$ cat config.mk
export PLATFORM = sky130hd
export DESIGN_NAME = pc_call_stack_flat
export DESIGN_NICKNAME = d
export VERILOG_FILES = /design/src/rtl/pc_call_stack_pkg.sv /design/src/rtl/pc_call_stack_if.sv /design/src/rtl/pc_ret_stack.sv /design/src/rtl/pc_call_stack.sv /design/src/flat_wrapper.sv
export SDC_FILE = /design/constraint.sdc
export NUM_CORES = 1
export LEC_CHECK = 0
export BUFFER_PORTS_ARGS = -buffer_cell sky130_fd_sc_hd__buf_2
export CAP_MARGIN = 5
export CORE_ASPECT_RATIO = 0.8
export CORE_MARGIN = 3
export CORE_UTILIZATION = 40
export CTS_BUF_LIST = sky130_fd_sc_hd__clkbuf_8
export CTS_CLUSTER_DIAMETER = 60
export DETAILED_ROUTE_END_ITERATION = 16
export PLACE_DENSITY = 0.57
export RECOVER_POWER = 50
export SETUP_SLACK_MARGIN = 0.02
export SLEW_MARGIN = 20
export SYNTH_ARGS = -nofsm -noshare
export SYNTH_HDL_FRONTEND = slang
export SYNTH_SLANG_ARGS = --single-unit
$ cat constraint.sdc
create_clock -name clk -period 5 [get_ports clk]
set_input_delay 0.5 -clock clk [delete_from_list [all_inputs] [get_ports clk]]
set_output_delay 0.5 -clock clk [all_outputs]
set_load 0.01 [all_outputs]
$ cat src/rtl/pc_call_stack_pkg.sv
`default_nettype none
// +--------------------------------------------------------------------------+
// | Package   : pc_pkg                                                       |
// | Purpose   : Shared types and constants for the program counter with      |
// |             integrated return-address stack.                             |
// | Revision  : 1.0 - initial release                                        |
// +--------------------------------------------------------------------------+
package pc_pkg;

   // Operation selected for the PC in a given cycle, after priority resolution.
   typedef enum logic [2:0] {
      PC_HOLD = 3'd0,
      PC_INC  = 3'd1,
      PC_JMP  = 3'd2,
      PC_CALL = 3'd3,
      PC_RET  = 3'd4
   } pc_op_e;

   // Address the PC returns to on reset.
   localparam int unsigned PC_RESET_ADDR = 0;

   // Priority decoder: stall beats jump, jump beats call, call beats return.
   // Lower-priority strobes in the same cycle are simply not selected, so
   // they cannot cause any stack or flag side effect downstream.
   function automatic pc_op_e pc_decode(input logic en,
                                        input logic jmp,
                                        input logic call,
                                        input logic ret);
      pc_op_e op;
      if (!en)       op = PC_HOLD;
      else if (jmp)  op = PC_JMP;
      else if (call) op = PC_CALL;
      else if (ret)  op = PC_RET;
      else           op = PC_INC;
      return op;
   endfunction

endpackage
`default_nettype wire

$ cat src/rtl/pc_call_stack_if.sv
`default_nettype none
// +--------------------------------------------------------------------------+
// | Interface : pc_call_stack_if                                             |
// | Purpose   : Control strobes from the control unit into the PC, and the   |
// |             fetch address / stack status back out.                       |
// | Revision  : 1.0 - initial release                                        |
// +--------------------------------------------------------------------------+
interface pc_call_stack_if #(
   parameter int INSTR_ADDR_SIZE = 5,
   parameter int STACK_DEPTH     = 4
);
   localparam int LVL_W = $clog2(STACK_DEPTH + 1);

   // Control unit -> PC
   logic                       en;
   logic                       jmp;
   logic                       call;
   logic                       ret;
   logic [INSTR_ADDR_SIZE-1:0] jmp_addr;

   // PC -> fetch path / status
   logic [INSTR_ADDR_SIZE-1:0] instr_addr;
   logic [LVL_W-1:0]           stack_level;
   logic                       stack_full;
   logic                       stack_empty;
   logic                       stack_ovf;
   logic                       stack_unf;

   // Control-unit side.
   modport master (
      output en, jmp, call, ret, jmp_addr,
      input  instr_addr, stack_level, stack_full, stack_empty,
             stack_ovf, stack_unf
   );

   // Program-counter side.
   modport slave (
      input  en, jmp, call, ret, jmp_addr,
      output instr_addr, stack_level, stack_full, stack_empty,
             stack_ovf, stack_unf
   );
endinterface
`default_nettype wire

$ cat src/rtl/pc_ret_stack.sv
`default_nettype none
// +--------------------------------------------------------------------------+
// | Module    : pc_ret_stack                                                 |
// | Purpose   : LIFO of return addresses. Pushes while full and pops while   |
// |             empty are ignored, leaving contents and level untouched.     |
// | Revision  : 1.0 - initial release                                        |
// +--------------------------------------------------------------------------+
module pc_ret_stack #(
   parameter int INSTR_ADDR_SIZE = 5,
   parameter int STACK_DEPTH     = 4,
   parameter int LVL_W           = $clog2(STACK_DEPTH + 1)
) (
   input  wire logic                       clk,
   input  wire logic                       rst,
   input  wire logic                       push,
   input  wire logic                       pop,
   input  wire logic [INSTR_ADDR_SIZE-1:0] din,
   output logic      [INSTR_ADDR_SIZE-1:0] dout,
   output logic      [LVL_W-1:0]           level,
   output logic                            full,
   output logic                            empty
);
   // Index width for the entry array; depth is at least 2 so this is >= 1.
   localparam int IDX_W = $clog2(STACK_DEPTH);

   logic [INSTR_ADDR_SIZE-1:0] r_mem [STACK_DEPTH];
   logic [LVL_W-1:0]           r_level;

   logic             w_full;
   logic             w_empty;
   logic             w_do_push;
   logic             w_do_pop;
   logic [IDX_W-1:0] w_wr_idx;
   logic [IDX_W-1:0] w_top_idx;
   logic [LVL_W-1:0] w_level_m1;

   assign w_full     = (r_level == LVL_W'(STACK_DEPTH));
   assign w_empty    = (r_level == '0);
   // Push wins if both arrive together; the top-level decoder never asks for
   // both, but the stack stays well defined on its own.
   assign w_do_push  = push && !w_full;
   assign w_do_pop   = pop && !push && !w_empty;
   assign w_level_m1 = r_level - LVL_W'(1);
   // The next free slot is the current level; the top entry sits one below.
   assign w_wr_idx   = IDX_W'(r_level);
   assign w_top_idx  = IDX_W'(w_level_m1);

   // Level counter tracks the number of valid entries.
   always_ff @(posedge clk) begin
      if (rst) begin
         r_level <= '0;
      end else if (w_do_push) begin
         r_level <= r_level + LVL_W'(1);
      end else if (w_do_pop) begin
         r_level <= w_level_m1;
      end
   end

   // Entry storage; contents are meaningless until pushed, so no reset.
   always_ff @(posedge clk) begin
      if (w_do_push) begin
         r_mem[w_wr_idx] <= din;
      end
   end

   // Top-of-stack read; forced to zero when empty so no stale value leaks out.
   always_comb begin
      dout = '0;
      if (!w_empty) begin
         dout = r_mem[w_top_idx];
      end
   end

   assign level = r_level;
   assign full  = w_full;
   assign empty = w_empty;

endmodule
`default_nettype wire

$ cat src/rtl/pc_call_stack.sv
`default_nettype none
// +--------------------------------------------------------------------------+
// | Module    : pc_call_stack                                                |
// | Purpose   : Program counter with hardware return-address stack,          |
// |             stall control and sticky overflow/underflow flags.           |
// | Revision  : 1.0 - initial release                                        |
// +--------------------------------------------------------------------------+
module pc_call_stack
   import pc_pkg::*;
#(
   parameter int INSTR_ADDR_SIZE = 5,
   parameter int STACK_DEPTH     = 4
) (
   input  wire logic        clk,
   input  wire logic        rst,
   pc_call_stack_if.slave   bus
);
   localparam int LVL_W = $clog2(STACK_DEPTH + 1);

   logic [INSTR_ADDR_SIZE-1:0] r_pc;
   logic                       r_ovf;
   logic                       r_unf;

   pc_op_e                     w_op;
   logic [INSTR_ADDR_SIZE-1:0] w_pc_inc;
   logic [INSTR_ADDR_SIZE-1:0] w_stk_dout;
   logic [LVL_W-1:0]           w_stk_level;
   logic                       w_stk_full;
   logic                       w_stk_empty;
   logic                       w_push;
   logic                       w_pop;

   assign w_op     = pc_decode(bus.en, bus.jmp, bus.call, bus.ret);
   // Natural modulo-2^W wrap: all-ones rolls over to zero.
   assign w_pc_inc = r_pc + INSTR_ADDR_SIZE'(1);

   // Stack traffic only for a selected call/ret that the stack can honour;
   // reset takes precedence so nothing is pushed in a reset cycle.
   assign w_push = !rst && (w_op == PC_CALL) && !w_stk_full;
   assign w_pop  = !rst && (w_op == PC_RET)  && !w_stk_empty;

   pc_ret_stack #(
      .INSTR_ADDR_SIZE (INSTR_ADDR_SIZE),
      .STACK_DEPTH     (STACK_DEPTH),
      .LVL_W           (LVL_W)
   ) u_ret_stack (
      .clk   (clk),
      .rst   (rst),
      .push  (w_push),
      .pop   (w_pop),
      .din   (w_pc_inc),
      .dout  (w_stk_dout),
      .level (w_stk_level),
      .full  (w_stk_full),
      .empty (w_stk_empty)
   );

   // PC update and sticky error flags, following the decoded operation.
   always_ff @(posedge clk) begin
      if (rst) begin
         r_pc  <= INSTR_ADDR_SIZE'(PC_RESET_ADDR);
         r_ovf <= 1'b0;
         r_unf <= 1'b0;
      end else begin
         case (w_op)
            PC_HOLD: r_pc <= r_pc;
            PC_INC:  r_pc <= w_pc_inc;
            PC_JMP:  r_pc <= bus.jmp_addr;
            PC_CALL: begin
               // The jump is taken even when the return address is lost.
               r_pc <= bus.jmp_addr;
               if (w_stk_full) begin
                  r_ovf <= 1'b1;
               end
            end
            PC_RET: begin
               // A return with nothing to return to behaves like a plain step.
               if (w_stk_empty) begin
                  r_pc  <= w_pc_inc;
                  r_unf <= 1'b1;
               end else begin
                  r_pc <= w_stk_dout;
               end
            end
            default: r_pc <= r_pc;
         endcase
      end
   end

   assign bus.instr_addr  = r_pc;
   assign bus.stack_level = w_stk_level;
   assign bus.stack_full  = w_stk_full;
   assign bus.stack_empty = w_stk_empty;
   assign bus.stack_ovf   = r_ovf;
   assign bus.stack_unf   = r_unf;

endmodule
`default_nettype wire

$ cat src/flat_wrapper.sv
// flat-port wrapper written by rule: the top's interface ports become plain ports
module pc_call_stack_flat import pc_pkg::*;
#(
   parameter int INSTR_ADDR_SIZE = 5,
   parameter int STACK_DEPTH     = 4
)
  (clk, rst, bus_en, bus_jmp, bus_call, bus_ret, bus_jmp_addr, bus_instr_addr, bus_stack_level, bus_stack_full, bus_stack_empty, bus_stack_ovf, bus_stack_unf);
  pc_call_stack_if #(.INSTR_ADDR_SIZE(INSTR_ADDR_SIZE), .STACK_DEPTH(STACK_DEPTH)) bus_i ();
  input  wire logic clk;
  input  wire logic rst;
  input wire logic [$bits(bus_i.en)-1:0] bus_en;
  input wire logic [$bits(bus_i.jmp)-1:0] bus_jmp;
  input wire logic [$bits(bus_i.call)-1:0] bus_call;
  input wire logic [$bits(bus_i.ret)-1:0] bus_ret;
  input wire logic [$bits(bus_i.jmp_addr)-1:0] bus_jmp_addr;
  output wire logic [$bits(bus_i.instr_addr)-1:0] bus_instr_addr;
  output wire logic [$bits(bus_i.stack_level)-1:0] bus_stack_level;
  output wire logic [$bits(bus_i.stack_full)-1:0] bus_stack_full;
  output wire logic [$bits(bus_i.stack_empty)-1:0] bus_stack_empty;
  output wire logic [$bits(bus_i.stack_ovf)-1:0] bus_stack_ovf;
  output wire logic [$bits(bus_i.stack_unf)-1:0] bus_stack_unf;
  assign bus_i.en = bus_en;
  assign bus_i.jmp = bus_jmp;
  assign bus_i.call = bus_call;
  assign bus_i.ret = bus_ret;
  assign bus_i.jmp_addr = bus_jmp_addr;
  assign bus_instr_addr = bus_i.instr_addr;
  assign bus_stack_level = bus_i.stack_level;
  assign bus_stack_full = bus_i.stack_full;
  assign bus_stack_empty = bus_i.stack_empty;
  assign bus_stack_ovf = bus_i.stack_ovf;
  assign bus_stack_unf = bus_i.stack_unf;
  pc_call_stack #(.INSTR_ADDR_SIZE(INSTR_ADDR_SIZE), .STACK_DEPTH(STACK_DEPTH)) u_core (.clk(clk), .rst(rst), .bus(bus_i));
endmodule
==> flow_summary.yaml <==
place:
  dpl_cell_area_mm2: 0.00155
  dp_worst_setup_slack_ps: 2700
  dp_hpwl_mm: 2.32
  numPortBuffers: 22
  gp_congestion: 0.748
  placed_cells_incl_taps: 162
route:
  drt_pass1_iterations: 4
  final_antenna_net_count: 0
  via_count: 914
  avgRoutedWirePerCell_um: 18.0
  post_drt_via_cell_ratio: 5.38
  drc_errors: 0
  first_iter_violations: 29
  finalWirelength_mm: 3.07
pwr:
  leakagePower_nw: 0.602
  intPower_mw: 0.388
  switching_power_mw: 0.124
  switching_share_pct: 24.3
  power.density_mw_per_mm2: 317
  combinationalPowerShare_pct: 10.4
  finalPower_mw: 0.512
  ir_drop_uv: 141
  sequentialPowerShare_pct: 54.3
  pwr-share-clk_pct: 35.2
setup_path:
  critPathTopFamily: "flip-flops"
  arrival_ps: 1780
  r2r_start: "u_core.u_ret_stack.level[0]"
  crit_chain: "inv_1, ha_1, nand2b_1, inv_1, buf_2"
  crit_fanout: 11
  r2r-end: "u_core.u_ret_stack.r_mem[3][2]"
  worst-path-buf-inv: 3
  cp_slowest_cell: "dfxtp_1"
  rrSetupSlack_ps: 2760
  path_common_cell: "inv_1"
  cp-start-kind: "register"
  startpoint: "u_core.u_ret_stack.level[0]"
  crit_type: "reg -> out"
  cpPeakStageDelay_ps: 620
  ff2ff_path_depth: 6
  cp-end-kind: "output pin"
  cp.required_ps: 4500
logic_synthesis:
  postSynthAreaPerCell_um2: 13.6
  synth_cells: 104
  synth.cell_area_mm2: 0.00141
  synth_seq_cells: 30
  ys_seq_area_share_pct: 56.6
  yosysUniqueCellTypes: 33
  syn-num-nets: 121
  yosys_warnings: 0
clock_network:
  postCtsSetupBuffers: 0
  ctsResizeCount: 0
  cts_root_buf: "clkbuf_8"
  cts_tree: "yes"
  insertion_delay_ps: 280
  numCtsBuffers: 5
  clock-sinks: 30
  h-tree-depth: 2
  clockBufferDepth: 2
  clk_pin_slew_worst_paths_ps: 60
  hold_buffers: 0
sta:
  report.final.slew_viol_count: 0
  clock_skew_ps: 5.20
  rsz0062_at_grt: "false"
  tightestPinTransition_ps: 608
  hold_viol: 0
  max-slew-margin-rel_pct: 59.2
  setup_slack_ps: 2720
  fmax_mhz: 438
  setup_viol: 0
  layout_min_cycle_time_ps: 2280
  finalCritPeriodShare_pct: 45.7
  timing.hold.ws_ps: 489
  tns_ps: 0
layout:
  fillCellCount: 307
  final_core_util_pct: 49.8
  diodes: 0
  final_nets: 146
  finish.instance_area_mm2: 0.00161
  synthToLayoutAreaGrowth_pct: 14.2
  instances_no_fill: 170
  seq_area_um2: 801
  drive_gt1_share_pct: 26.2
  multi_input_area_um2: 559
die:
  boundaryPins: 23
  initial_core_util_pct: 43.6
  dieArea_mm2: 0.00429
  die_w_um: 72.5
  num_rows: 18
  core_area_mm2: 0.00324
  die_h_um: 59.2
global_routing:
  grt_pass1_wl_mm: 4.93
  antenna_found_initial: 0
  overflow: 0
  grtUsageTotal_pct: 16.5
  grt_max_degree: 13
  grt_pass1_vias: 959
job:
  drv_cap: 0
worst_hold_path:
  hold-path-endpoint: "u_core.bus.stack_ovf"
  hold_class: "reg -> reg"
  min_path_cells: 2
  min-delay-start: "u_core.bus.stack_ovf"
run_status:
  status: "completed"
## metal layers
| metal | vias up | wire length, µm | GRT usage, % |
|---|---|---|---|
| met5 | - | 0 | 0 |
| met4 | 0 | 42 | 7.11 |
| met3 | 5 | 233 | 4.58 |
| met2 | 27 | 1300 | 23.2 |
| met1 | 443 | 1490 | 23.8 |
| li1 | 439 | - | - |
## power groups by stage
stage | clock (mW) | combinational, mW | sequential [mW]
final | 0.181 | 0.0535 | 0.278
after floorplan | 0 | 0.0357 | 0.283
after detailed placement | 0 | 0.0552 | 0.284
after global placement | 0 | 0.0554 | 0.284
after global routing | 0.199 | 0.0589 | 0.279
after CTS | 0.186 | 0.0557 | 0.278
## how the worst max path moves through the flow
stage / to / slack [ps] / cells past startpoint
after floorplan: u_core.bus.instr_addr[4] / 3040 / 7
after global placement: u_core.u_ret_stack.r_mem[0][0] / 2800 / 6
after detailed placement: u_core.u_ret_stack.r_mem[2][0] / 2700 / 6
after CTS: u_core.u_ret_stack.r_mem[3][2] / 2690 / 6
after global routing: u_core.u_ret_stack.r_mem[0][1] / 2490 / 6
final: bus_stack_empty / 2720 / 5
## tightest hold or removal path, cell delays in order (launching register included)
cell	delay, ps
dfxtp_1	330
nor2_1	50
nor2_1	70
## registers in the layout, indices dropped and copies added, names as in the netlist
signal                    count
u_core.bus.instr_addr         5
u_core.bus.stack_ovf          1
u_core.bus.stack_unf          1
u_core.u_ret_stack.level      3
u_core.u_ret_stack.r_mem     20
## cells in the mapped netlist
master / n / share of area (%)
a211o_2: 1 / 0.71
a211oi_1: 2 / 1.1
a21o_1: 4 / 2.1
a21oi_1: 2 / 0.71
a21oi_4: 1 / 1.2
a221oi_1: 3 / 1.9
a221oi_2: 2 / 2.1
a22oi_1: 1 / 0.53
and2_1: 4 / 1.8
buf_2: 1 / 0.35
buf_6: 1 / 0.80
clkbuf_1: 2 / 0.53
dfxtp_1: 10 / 14
edfxtp_1: 20 / 42
ha_1: 6 / 5.3
inv_1: 6 / 1.6
mux2_1: 1 / 0.80
mux4_2: 5 / 8.0
nand2_1: 2 / 0.53
nand2b_4: 1 / 0.97
nand3_1: 2 / 0.71
nand3b_1: 1 / 0.53
nand4bb_2: 1 / 1.2
nor2_1: 9 / 2.4
nor2_2: 1 / 0.44
nor2_4: 1 / 0.80
nor2b_1: 1 / 0.44
nor3_1: 7 / 2.5
o21a_1: 1 / 0.53
o21ba_2: 1 / 0.71
or2_2: 1 / 0.44
xnor2_1: 2 / 1.2
xor2_1: 1 / 0.62
## layout make-up
type,instances,share of cell area [%]
multi-input cells,64,34.7
inverters,6,1.40
well taps,40,3.10
clock buffers,5,4.26
clock inverters,3,0.853
flip-flops and latches,30,49.6
repair buffers,22,6.12
## cells in the final DEF, fill, tap and decap left out, types with 2 or more instances in the layout
| cell | synthesis | routed |
|---|---|---|
| dfxtp_1 | 10 | 10 |
| nor3_1 | 7 | 7 |
| ha_1 | 6 | 6 |
| a211oi_1 | 2 | 2 |
| a21oi_1 | 2 | 2 |
| clkinv_2 | 0 | 2 |
| mux4_2 | 5 | 5 |
| nor2_1 | 9 | 9 |
| inv_1 | 6 | 7 |
| and2_1 | 4 | 4 |
| clkbuf_1 | 2 | 9 |
| buf_2 | 1 | 13 |
| nand3_1 | 2 | 2 |
| a221oi_1 | 3 | 3 |
| a221oi_2 | 2 | 2 |
| nand2_1 | 2 | 2 |
| clkbuf_8 | 0 | 5 |
| a21o_1 | 4 | 4 |
| xnor2_1 | 2 | 2 |
| edfxtp_1 | 20 | 20 |
## kinds of logic after synthesis
kind of cell    Yosys count  synth area share, %
buf+inv                  10                 3.27
fa+ha+maj                 6                 5.31
mux                       6                 8.76
simple gates             31                 12.7
xor+xnor                  3                 1.86
compound gates           18                 11.5
flops                    30                 56.6
Power figures use the tool's default switching activity.
